**src/rtl/riscv_pkg.sv**
```systemverilog
// Shared RISC-V front-end definitions: datapath width, reset PC, NOP encoding
// and the fetch queue entry layout.
package riscv_pkg;

    localparam int unsigned XLEN     = 32;
    localparam logic [31:0] NOP_INSN = 32'h00000013;
    localparam logic [31:0] RESET_PC = 32'h01000000;

    typedef struct packed {
        logic [XLEN-1:0] pc;
        logic [XLEN-1:0] insn;
        logic            misaligned;
    } fetch_entry_t;

endpackage

```
**src/rtl/fetch_queue_mem.sv**
```systemverilog
// Fetch queue storage: DEPTH x fetch_entry_t registers with one write port and
// one asynchronous read port. Contents are not reset; occupancy masks them.
module fetch_queue_mem
    import riscv_pkg::*;
#(
    parameter int unsigned DEPTH = 2,
    parameter int unsigned AW    = $clog2(DEPTH)
) (
    input  logic          clock,
    input  logic          i_we,
    input  logic [AW-1:0] i_waddr,
    input  fetch_entry_t  i_wdata,
    input  logic [AW-1:0] i_raddr,
    output fetch_entry_t  o_rdata
);

    fetch_entry_t r_mem [DEPTH];

    always_ff @(posedge clock) begin
        if (i_we) begin
            r_mem[i_waddr] <= i_wdata;
        end
    end

    assign o_rdata = r_mem[i_raddr];

endmodule

```
**src/rtl/fetch_queue.sv**
```systemverilog
// Instruction fetch queue: registered valid/ready FIFO between fetch and decode
// with redirect flush. in_ready depends only on registered occupancy.
module fetch_queue
    import riscv_pkg::*;
#(
    parameter int unsigned DEPTH = 2,
    parameter int unsigned XLEN  = riscv_pkg::XLEN
) (
    input  logic                     clock,
    input  logic                     reset,
    input  logic                     in_valid,
    input  logic [XLEN-1:0]          in_pc,
    input  logic [XLEN-1:0]          in_insn,
    output logic                     in_ready,
    input  logic                     flush,
    output logic                     out_valid,
    output logic [XLEN-1:0]          out_pc,
    output logic [XLEN-1:0]          out_insn,
    output logic                     out_misaligned,
    input  logic                     out_ready,
    output logic [$clog2(DEPTH):0]   count
);

    localparam int unsigned AW = $clog2(DEPTH);
    localparam int unsigned CW = AW + 1;
    localparam logic [CW-1:0] FULL_CNT = CW'(DEPTH);

    logic [AW-1:0] r_rd_ptr;
    logic [AW-1:0] r_wr_ptr;
    logic [CW-1:0] r_count;

    logic          w_enq;
    logic          w_deq;
    fetch_entry_t  w_wdata;
    fetch_entry_t  w_head;

    assign in_ready  = (r_count != FULL_CNT);
    assign out_valid = (r_count != '0);
    assign count     = r_count;

    assign w_enq = in_valid && in_ready && !flush;
    assign w_deq = out_valid && out_ready && !flush;

    assign w_wdata.pc         = in_pc;
    assign w_wdata.insn       = in_insn;
    assign w_wdata.misaligned = |in_pc[1:0];

    fetch_queue_mem #(
        .DEPTH (DEPTH),
        .AW    (AW)
    ) u_mem (
        .clock   (clock),
        .i_we    (w_enq),
        .i_waddr (r_wr_ptr),
        .i_wdata (w_wdata),
        .i_raddr (r_rd_ptr),
        .o_rdata (w_head)
    );

    // Pointers wrap naturally since DEPTH is a power of two.
    always_ff @(posedge clock) begin
        if (reset || flush) begin
            r_rd_ptr <= '0;
            r_wr_ptr <= '0;
            r_count  <= '0;
        end else begin
            if (w_enq) begin
                r_wr_ptr <= r_wr_ptr + 1'b1;
            end
            if (w_deq) begin
                r_rd_ptr <= r_rd_ptr + 1'b1;
            end
            if (w_enq && !w_deq) begin
                r_count <= r_count + 1'b1;
            end else if (w_deq && !w_enq) begin
                r_count <= r_count - 1'b1;
            end
        end
    end

    always_comb begin
        out_pc         = '0;
        out_insn       = NOP_INSN;
        out_misaligned = 1'b0;
        if (out_valid) begin
            out_pc         = w_head.pc;
            out_insn       = w_head.insn;
            out_misaligned = w_head.misaligned;
        end
    end

endmodule

```
**config.mk**
```make
export PLATFORM = sky130hd
export DESIGN_NAME = fetch_queue
export DESIGN_NICKNAME = d
export VERILOG_FILES = /design/src/rtl/riscv_pkg.sv /design/src/rtl/fetch_queue_mem.sv /design/src/rtl/fetch_queue.sv
export SDC_FILE = /design/constraint.sdc
export NUM_CORES = 1
export LEC_CHECK = 0
export BUFFER_PORTS_ARGS = -buffer_cell sky130_fd_sc_hd__clkbuf_2
export CORE_MARGIN = 2
export CORE_UTILIZATION = 50
export DETAILED_ROUTE_END_ITERATION = 6
export HOLD_SLACK_MARGIN = 0.06
export PLACE_DENSITY_LB_ADDON = 0.1
export SETUP_SLACK_MARGIN = 0.3
export SYNTH_ARGS = -nofsm -noshare
export SYNTH_HDL_FRONTEND = slang
export SYNTH_SLANG_ARGS = --single-unit
```
**constraint.sdc**
```tcl
create_clock -name clock -period 7.3 [get_ports clock]
set_clock_uncertainty 0.1 [all_clocks]
set_input_delay 0.73 -clock clock [delete_from_list [all_inputs] [get_ports clock]]
set_output_delay 0.73 -clock clock [all_outputs]
set_load 0.01 [all_outputs]
```
== Yosys cells after proc, flatten, opt, wreduce, memory -nomap -nowiden ==
Memories as Yosys holds them, arrays and structs flattened. A register that Yosys moved wholly into a read port is not among the register bits.
Cells that the tools add are included.

* Input bits: 69
* Output and inout port bits: 69
* Word-level logic and storage cells: 31
* RAM bits: 130
* Bits in registers: 4
* Memories: 1

* Mux-type cells: 9
* Reductions and logical operators: 13
* Add/subtract/negate cells: 4
* Equality and inequality tests: 1

{| class="wikitable"
|+ Memories
! name !! depth !! width !! read ports !! clocked after Yosys merged registers in !! wr ports !! RTL line !! text
|-
| u_mem.r_mem || 2 || 65 || 1 || 1 || 1 || fetch_queue_mem.sv:17 || <nowiki>fetch_entry_t r_mem [DEPTH];</nowiki>
|}

{| class="wikitable"
|+ Operators by type and width
! operator !! number
|-
| $mux 32 || 2
|-
| $logic_and 1x1->1 || 6
|-
| $mux 1 || 5
|-
| $mux 2 || 2
|-
| $reduce_bool 2->1 || 2
|-
| $logic_not 1->1 || 3
|-
| $add 1x1->1 const B || 2
|-
| $add 2x1->2 const B || 1
|-
| $ne 2x2->1 const B || 1
|-
| $reduce_or 2->1 || 1
|-
| $sub 2x1->2 const B || 1
|-
| $logic_or 1x1->1 || 1
|}

== Longest topological paths before layout ==
Gate-level depths: netlist (run 1).

* Depth in word-level cells: 7
* Mapped depth: 8
* Mapped depth without buffers: 8

== By module ==
Synthesis (run 1) repeated with hierarchy kept, for this count alone.

* Cell total of the unflattened synthesis: 301
* Area, all modules: 5587.9 um2

{| class="wikitable"
|+ By module, submodules not included
! module !! cells each !! area each (um2) !! instances
|-
| fetch_queue_mem || 204 || 4908.5 || 1
|-
| fetch_queue || 97 || 679.4 || 1
|}

== Least setup slack after synthesis (run 1) ==
OpenSTA, ideal clock, no wires.

* Kind: input -> register
* Start point: in in_valid
* End point: mem u_mem.r_mem[1][0] (netlist bit) (enable)
* Setup time: 0.583 ns
* Path slack: 1.069 ns
* Stages: 2
* Required time: 6.617 ns
* Arrival: 5.548 ns
* Cells stage by stage: nand2_1 -> nor3b_1

* Cells in the longest elaborated chain, start to end: 4

{| class="wikitable"
|+ Ends and longest elaborated chain
! element !! RTL line !! text
|-
| start, declared || fetch_queue.sv:11 || <nowiki>input logic in_valid,</nowiki>
|-
| $logic_and 1x1->1 (2 in a row) || fetch_queue.sv:41 || <nowiki>assign w_enq = in_valid && in_ready && !flush;</nowiki>
|-
| $mux 1 || fetch_queue_mem.sv:20 || <nowiki>if (i_we) begin</nowiki>
|-
| $mux 1 (implied by the code) || fetch_queue_mem.sv:21 || <nowiki>r_mem[i_waddr] <= i_wdata;</nowiki>
|-
| end, declared || fetch_queue_mem.sv:17 ||
|}

No other way between the ends.

== Worst setup path in the final report (run 1) ==
* Start point: reg r_count[0], in the netlist count[0]
* End point: out out_insn[0]

* Cells in the longest elaborated chain, start to end: 2

{| class="wikitable"
|+ Ends and longest elaborated chain
! element !! RTL line !! text
|-
| start, declared || fetch_queue.sv:30 || <nowiki>logic [CW-1:0] r_count;</nowiki>
|-
| start signal, assigned || fetch_queue.sv:74 || <nowiki>r_count <= r_count + 1'b1;</nowiki>
|-
| start signal, assigned || fetch_queue.sv:76 || <nowiki>r_count <= r_count - 1'b1;</nowiki>
|-
| $reduce_bool 2->1 || fetch_queue.sv:38 || <nowiki>assign out_valid = (r_count != '0);</nowiki>
|-
| $mux 32 || fetch_queue.sv:85 || <nowiki>if (out_valid) begin</nowiki>
|-
| end, declared || fetch_queue.sv:18 || <nowiki>output logic [XLEN-1:0] out_insn,</nowiki>
|}

No other way between the ends.

==> results.ini, run 1 <==
[layout]
finalNetCount = 522
diodes = 0
drive_gt1_share_pct = 37.42
final_util_pct = 67.03
syn_to_final_growth_pct = 28.93

[timing]
rsz0062_at_grt = false
fin_crit_ns = 3.128
worstMarginPinSlew_ns = 1.170
relSlewSlack_pct = 22.00
setup_tns_ns = 0
clock.fmax_mhz = 319.7
hold_viol = 0
final.period_utilization_pct = 42.85
finalMaxSlewViolations = 0
finalSetupViolCount = 0

[logic_synthesis]
synth_area_per_cell_um2 = 16.87
synth_cell_types = 18
yosys_register_bits = 135
synth-seq-area-share_pct = 78.07
yosys_warnings = 0
syn_inst = 304
synth.area.top_cells = edfxtp_1 (76%), mux2i_1 (13%), nor2_1 (4.8%), dfxtp_1 (2.0%), buf_4 (0.88%)
synth_nets = 374
syn-cell-area_um2 = 5129
synth_top_area_share_pct = 76.12
synth_top_cell_by_area = edfxtp_1

[drt]
wirelength_mm = 9.264
drt-vias-per-instance = 4.875
vias = 2915
wl_per_cell_um = 15.49
drt_iter0_drc = 133
drc_errors = 0
first_pass_iters = 4
detail-route-antenna-nets = 0

[placement]
dp.final_hpwl_mm = 5.820
portBuffers = 137
gp_congestion = 0.7035

[power_and_ir_drop]
ir_drop_mv = 0.1627
p_per_area_nw_per_um2 = 292.4
p_leak_nw = 2.465

[setup_path]
worst_ep_required_time_ns = 6.47
r2r-start = count[0]
arrival_ns = 2.30
cp_max_fo = 36
path_class = reg2out
start_kind = register
regToRegSetupSlack_ns = 5.28
crit_path_end_kind = output port
worstSetupStartpoint = count[0]

[flow_run]
maxCapViolations = 0

[clock_tree]
cts_setup_buffers = 0
cts_tree = yes
clock_latency_ns = 0.51
cts_hold_buffers = 0
cts_max_level = 4
cts_root_buf = clkbuf_8
numCtsBuffers = 17
clock_path_buffers = 2
clk_pin_slew_ns = 0.06
post_cts_resized = 0
clock_sinks = 135

[global_route]
grt_antenna_before_repair = 0
grt_max_degree = 66
grt_pass1_vias = 3030
grt_overflow_total = 0
grt_pass1_wl_mm = 14.73
grt_use_total_pct = 17.57

[min_path]
hp-class = in2reg
worstHoldStart = in_pc[21]

[die]
ios = 138
fp.dieArea_um2 = 11080
start_util_pct = 51.99
die_width_um = 105.3
die_h_um = 105.3
coreArea_um2 = 9864
floorplan.rows = 36

[status]
status = finished, final reports clean

Yosys cell counts:
cell / n
a21oi_1: 2
buf_2: 7
buf_4: 6
dfxtp_1: 5
edfxtp_1: 130
ha_1: 1
inv_1: 3
mux2i_1: 65
nand2_1: 4
nor2_1: 66
nor2_2: 1
nor2b_1: 1
nor3_1: 1
nor3b_1: 1
o21ai_0: 3
or2_2: 3
or3_1: 2
xor2_1: 3
cell usage in the layout, fill, tap and decap left out:
master | Yosys | routed
clkbuf_2 | 0 | 137
edfxtp_1 | 130 | 130
nor2_1 | 66 | 66
mux2i_1 | 65 | 65
clkbuf_16 | 0 | 16
bufinv_16 | 0 | 7
buf_4 | 6 | 5
nand2_1 | 4 | 4
clkbuf_1 | 0 | 4
dfxtp_1 | 5 | 4
inv_1 | 3 | 3
or2_2 | 3 | 3
o21ai_0 | 3 | 3
xor2_1 | 3 | 3
clkinv_1 | 0 | 3
or3_1 | 2 | 2
a21oi_1 | 2 | 2
nor2b_1 | 1 | 1
nor2_4 | 0 | 1
nor3b_2 | 0 | 1
nor3_2 | 0 | 1
ha_1 | 1 | 1
dfxtp_4 | 0 | 1
clkbuf_8 | 0 | 1
clkinv_2 | 0 | 1
per-layer routing:
layer	global-route usage (%)	part of all wire, %	up-vias
met1	21.26	43	1387
met3	5.690	5.6	13
met2	28.48	50	92
li1	-	-	1423
met5	0	0	-
met4	8.571	1.5	0
worst paths after layout:
check	endpoint	cells after the start
setup / recovery	out_insn[0]	5
setup reg to reg	u_mem.r_mem[0][30]	5
hold reg to reg	register	2
hold / removal	u_mem.r_mem[1][54]	1
state kept, by name (all words and copies together), names as in the netlist, named ones only:
name / cells
count: 2
r_rd_ptr: 1
u_mem.r_mem: 130
r_wr_ptr: 1
stage by stage:
| step | worst slack, ns | area, um^2 | hold WS [ns] | total power, W | std cells |
|---|---|---|---|---|---|
| after floorplan | 1.069 | 5129 | 0.3656 | 0.0009569 | 304 |
| after global placement | 4.732 | 5957 | 0.3854 | 0.001005 | 566 |
| after detailed placement | 4.685 | 5957 | 0.4095 | 0.001008 | 566 |
| after CTS | 4.126 | 6613 | 0.2827 | 0.001950 | 598 |
| after global routing | 3.954 | 6613 | 0.2810 | 0.001997 | 598 |
| final | 4.172 | 6613 | 0.3072 | 0.001933 | 598 |
logic make-up after synthesis:
| kind of cell | after synthesis | share of synthesized area, % |
|---|---|---|
| fa+ha+maj | 1 | 0.2439 |
| flops | 135 | 78.07 |
| mux | 65 | 12.69 |
| xor+xnor | 3 | 0.5124 |
| simple gates | 79 | 6.221 |
| buf+inv | 16 | 1.781 |
| compound gates | 5 | 0.4878 |
worst max-delay path, stage by stage, from the launching register on:
cell      delay (ns)
dfxtp_1         0.38
nor2_4          0.53
buf_4           0.46
inv_1           0.14
nand2_1         0.08
clkbuf_2        0.14
final cells by class:
class / instances / area [um^2]
inverter: 3 / 11.26
sequential: 135 / 4008
clock inverter: 11 / 226.5
clock buffer: 21 / 429.2
multi-input combinational: 153 / 1049
tap: 133 / 166.4
fill: 725 / 3252
timing repair buffer: 142 / 723.2
power breakdown:
group | internal, W | switching (W) | leakage, nW
clock | 0.000654 | 0.000289 | 0.317
sequential | 0.000877 | 0.00000990 | 1.23
combinational | 0.0000432 | 0.0000606 | 0.915
total | 0.00157 | 0.000360 | 2.47
No activity file was read; power rests on OpenSTA's default activity.
==> run 2, diff against run 1 <==
--- a/config.mk
+++ b/config.mk
@@ -7,7 +7,7 @@
 export LEC_CHECK = 0
 export BUFFER_PORTS_ARGS = -buffer_cell sky130_fd_sc_hd__clkbuf_2
 export CORE_MARGIN = 2
-export CORE_UTILIZATION = 50
+export CORE_UTILIZATION = 47
 export DETAILED_ROUTE_END_ITERATION = 6
 export HOLD_SLACK_MARGIN = 0.06
 export PLACE_DENSITY_LB_ADDON = 0.1
==> constraint.sdc (replaced) <==
create_clock -name clock -period 2.75 [get_ports clock]
set_clock_uncertainty 0.1 [all_clocks]
set_input_delay 0.275 -clock clock [delete_from_list [all_inputs] [get_ports clock]]
set_output_delay 0.275 -clock clock [all_outputs]
set_load 0.01 [all_outputs]
==> run 2 against run 1 <==
Against the previous run: sequential share of layout area fell by 5.5 points; flip-flop and latch count did not move; core utilization rose by 0.69 points; via count rose by 9.5%; clock-buffer cell count fell by 4; final cell count rose by 13%; register-to-register slack got worse by 4.4 ns; largest cell class unchanged; global-route usage fell by 0.84 points; first-iteration DRC count fell by 3.8%; clock power rose by 120%; combinational power rose to 3.6 times the previous value; critical endpoint is now out_pc[16].
==> results.ini, run 2 (synthesized netlist as in run 1, its figures left out) <==
[status]
status = finished, final reports clean

[placement]
placed_cell_area_um2 = 6038
dp.final_hpwl_mm = 5.764
gp_congestion = 0.7166
detailedPlace.worstSlack_ns = 0.8515
portBuffers = 137

[layout]
regMostFlops = u_mem.r_mem
layout.cells.most_common = clkbuf_2
layout_common_cells = clkbuf_2 (137), edfxtp_1 (130), nor2_1 (66), dlygate4sd3_1 (66), mux2i_1 (65)
largest_register_ff_count = 130
finalNetCount = 591
fin_area_um2 = 7277
syn_to_final_growth_pct = 41.89
diodes = 0
drive_gt1_share_pct = 34.83

[clock_tree]
cts_max_level = 4
cts_root_buf = clkbuf_8
clock_path_buffers = 2
cts_tree = yes
clock_latency_ns = 0.50
clk_pin_slew_ns = 0.06
numCtsBuffers = 17
clock_sinks = 135

[min_path]
worstHoldStart = out_ready
holdPathStages = 4
hp-class = in2reg

[setup_path]
start_kind = register
path_class = reg2out
regToRegSetupSlack_ns = 0.85
cp_max_fo = 42
cpPeakStageDelay_ns = 0.46
rr_endpoint = count[1]
crit_cells = 4
crit_chain = nor2_4, buf_12, nor2_1, clkbuf_2
worstSetupStartpoint = count[0]
r2r-start = count[0]
worst_ep_required_time_ns = 2.38
cp_top_family = simple AND/OR/NAND/NOR gates
crit_path_end_kind = output port
cp_slowest_cell = nor2_4
endpoint = out_pc[16]
path_buf_inv = 2
arrival_ns = 1.90
ff2ff_path_depth = 5

[timing]
rsz0062_at_grt = false
finalMaxSlewViolations = 0
hold_viol = 0
final.period_utilization_pct = 82.60
finalSetupViolCount = 0
relSlewSlack_pct = 61.47
worst_slack_ns = 0.4784
fin_crit_ns = 2.272
worstMarginPinSlew_ns = 0.5765
holdWs_ns = 0.1018
clock.fmax_mhz = 440.2

[global_route]
grt_use_total_pct = 16.73
grt_pass1_wl_mm = 14.64
grt_pass1_vias = 3108
grt_antenna_before_repair = 0
grt_overflow_total = 0
grt_max_degree = 43

[die]
floorplan.rows = 38
start_util_pct = 47.73
coreArea_um2 = 10750
ios = 138
die_width_um = 108.5
fp.dieArea_um2 = 11760
die_h_um = 108.5

[drt]
wl_per_cell_um = 14.56
first_pass_iters = 4
detail-route-antenna-nets = 0
drt_iter0_drc = 128
drt-vias-per-instance = 4.736
vias = 3192
drc_errors = 0
wirelength_mm = 9.814

[flow_run]
maxCapViolations = 0

[power_and_ir_drop]
ir_drop_mv = 0.3617
p_per_area_nw_per_um2 = 657.9
p_leak_nw = 2.729

## run 2: changes by cell type in the layout (fill, tap and decap cells not counted), sizes merged
cell	change
dlygate4sd3	+66
clkbuf	-4
bufinv	-5
clkinvlp	+3
inv	+1
buf	+3
clkinv	+5
## run 2: layout make-up
cell class / instances / area [um^2]
tap: 140 / 175.2
clock inverter: 15 / 136.4
sequential: 135 / 4013
multi-input combinational: 153 / 1076
clock buffer: 17 / 414.1
inverter: 3 / 11.26
timing repair buffer: 211 / 1451
fill: 806 / 3468
## run 2: power by group
part,internal [W],switching (W)
clock,0.00127,0.000799
combinational,0.000183,0.000187
sequential,0.00233,0.0000201
## run 2: tightest hold or removal path: stages
cell and delay [ns]:
clkbuf_2 0.09, o21ai_0 0.12, xor2_1 0.10, nor2_1 0.08
## run 2: what timing repair did
| action | in CTS | in global routing |
|---|---|---|
| endpoints found under the hold margin | 135 | 0 |
| buffers inserted | 0 | 1 |
| hold buffers | 66 | 0 |
| gates resized for setup | 0 | 0 |
| endpoints found under the setup margin | 0 | 4 |
## run 2: stage by stage
step	total power, W	std cells	setup TNS (ns)	util, %
after CTS	0.004837	673	0	67.47
after global placement	0.002678	575	0	56.19
after floorplan	0.002538	304	-8.093	-
final	0.004787	674	0	67.72
after detailed placement	0.002686	575	0	56.19
after global routing	0.004974	674	0	67.72
## run 2: worst min-delay path by stage
stage | endpoint
after global routing | count[1]
after global placement | u_mem.r_mem[1][20]
after floorplan | u_mem.r_mem[0][10]
final | r_rd_ptr
after CTS | r_rd_ptr
after detailed placement | u_mem.r_mem[1][7]
## run 2: routing by layer
metal / vias up / routed length, um / GRT usage, %
met5: - / 0 / 0
met4: 0 / 77 / 6.319
met3: 6 / 483 / 4.943
met2: 89 / 5077 / 28.04
met1: 1536 / 4176 / 20.52
li1: 1561 / - / -
==> run 3, diff against run 2 <==
--- a/config.mk
+++ b/config.mk
@@ -7,7 +7,7 @@
 export LEC_CHECK = 0
 export BUFFER_PORTS_ARGS = -buffer_cell sky130_fd_sc_hd__clkbuf_2
 export CORE_MARGIN = 2
-export CORE_UTILIZATION = 47
+export CORE_UTILIZATION = 50
 export DETAILED_ROUTE_END_ITERATION = 6
 export HOLD_SLACK_MARGIN = 0.06
 export PLACE_DENSITY_LB_ADDON = 0.1
==> constraint.sdc (replaced) <==
create_clock -name clock -period 2.1 [get_ports clock]
set_clock_uncertainty 0.1 [all_clocks]
set_input_delay 0.21 -clock clock [delete_from_list [all_inputs] [get_ports clock]]
set_output_delay 0.21 -clock clock [all_outputs]
set_load 0.01 [all_outputs]
==> run 3 against run 2 <==
Against the previous run: worst hold slack better by 0.14 ns; via count is 5.4% higher; global-route usage is 4.1 points higher; clock-buffer cell count is 3 higher; flip-flop and latch count stayed put.
==> results.ini, run 3 (synthesized netlist as in run 1, its figures left out) <==
[die]
die_h_um = 105.3
start_util_pct = 51.99
fp.dieArea_um2 = 11080
die_width_um = 105.3
ios = 138
floorplan.rows = 36
coreArea_um2 = 9864

[layout]
drive_gt1_share_pct = 39.56
regMostFlops = u_mem.r_mem
finalNetCount = 608
syn_to_final_growth_pct = 51.43
multi_input_area_um2 = 1161
final-seq-area_um2 = 4015
largest_register_ff_count = 130
nFillCells = 557
diodes = 0
layout_common_cells = clkbuf_2 (135), edfxtp_1 (130), dlygate4sd3_1 (68), nor2_1 (57), mux2i_1 (56)
layout.cells.most_common = clkbuf_2

[clock_tree]
numCtsBuffers = 17
cts_max_level = 4
cts_root_buf = clkbuf_8
clk_pin_slew_ns = 0.06
clock_sinks = 135
clock_latency_ns = 0.51
cts_tree = yes
clock_path_buffers = 2

[drt]
first_pass_iters = 4
drt-vias-per-instance = 4.918
wl_per_cell_um = 16.27
vias = 3364
detail-route-antenna-nets = 0
wirelength_mm = 11.13
drt_iter0_drc = 132
drc_errors = 0

[global_route]
grt_use_total_pct = 20.84
grt_max_degree = 53
grt_pass1_vias = 3577
grt_antenna_before_repair = 0
grt_pass1_wl_mm = 17.26
grt_overflow_total = 0

[timing]
hold_viol = 0
holdWs_ns = 0.2455
final.period_utilization_pct = 92.55
relSlewSlack_pct = 79.82
fin_crit_ns = 1.944
finalMaxSlewViolations = 0
worstMarginPinSlew_ns = 0.3026
rsz0062_at_grt = true
clock.fmax_mhz = 514.5
finalSetupViolCount = 0
setup_tns_ns = 0

[placement]
dp.final_hpwl_mm = 6.024
portBuffers = 137
gp_congestion = 0.7099

[power_and_ir_drop]
power_w = 0.006583
ir_drop_mv = 0.5772
p_per_area_nw_per_um2 = 847.7
p_leak_nw = 2.930

[setup_path]
arrival_ns = 1.63
start_kind = register
path_class = reg2out
cp_max_fo = 8
worst_ep_required_time_ns = 1.79
crit_path_end_kind = output port

[status]
status = finished, final reports clean

[flow_run]
maxCapViolations = 0

[min_path]
hp-class = in2reg

## run 3: changes by cell type in the layout (fill, tap and decap cells not counted), moves of 2 or more
cell / before / now
mux2i_1: 65 / 56
buf_6: 0 / 2
bufinv_16: 2 / 4
clkinv_2: 5 / 3
buf_8: 0 / 2
buf_16: 1 / 9
clkbuf_2: 137 / 135
nor2_2: 0 / 9
nor2_1: 66 / 57
buf_12: 2 / 5
dlygate4sd3_1: 66 / 68
clkbuf_1: 0 / 3
mux2i_2: 0 / 8
clkinvlp_4: 3 / 1
## run 3: final cells by class
class                           count  share of cell area [%]
Clock buffer                       20                   5.478
Clock inverter                     12                   2.030
Inverter                            3                  0.2094
Multi-Input combinational cell    153                   14.95
Sequential cell                   135                   51.70
Tap cell                          133                   2.143
Timing Repair Buffer              228                   23.49
## run 3: final timing paths
| check | start | end | slack (ns) | cells after the start |
|---|---|---|---|---|
| max | register | out_insn[26] | 0.16 | 5 |
| min | flush | u_mem.r_mem[0][61] | 0.25 | 3 |
| max reg2reg | count[1] | count[1] | 0.25 | 7 |
| min reg2reg | r_rd_ptr | r_rd_ptr | 0.44 | 2 |
## run 3: power breakdown
group | internal (W) | switching (W) | total [W]
clock network | 0.00190 | 0.00100 | 0.00290
registers | 0.00305 | 0.0000261 | 0.00307
logic | 0.000321 | 0.000286 | 0.000607
total | 0.00527 | 0.00131 | 0.00658
## run 3: metrics by stage
step | area, um^2 | cells | utilization [%] | setup WS (ns)
global route | 7766 | 684 | 78.73 | 0.08412
CTS | 7630 | 679 | 77.35 | 0.1542
finish | 7766 | 684 | 78.73 | 0.1564
floorplan | 5171 | 304 | - | -0.7745
global placement | 6087 | 569 | 61.71 | 0.3059
detailed placement | 6087 | 569 | 61.71 | 0.2226
## run 3: critical path, cell delays in order (launching register included)
cell	delay, ns
dfxtp_4	0.43
buf_8	0.15
buf_16	0.14
mux2i_1	0.22
nor2_1	0.06
clkbuf_2	0.12
## run 3: per-layer routing
layer	wire, um	GRT usage, %	share of wire, %	vias to the layer above
li1	-	-	-	1600
met4	174	9.333	1.6	0
met1	4315	22.82	39	1641
met5	0	0	0	-
met2	6065	37.74	55	107
met3	572	5.442	5.1	16
## run 3: what timing repair did
| item | in CTS | in global routing |
|---|---|---|
| hold endpoints to repair | 135 | 0 |
| gates cloned | 5 | 2 |
| setup endpoints to repair | 67 | 67 |
| setup buffers | 5 | 3 |
| gates resized for setup | 27 | 18 |
| pin swaps | 1 | 5 |
| hold buffers | 68 | 0 |
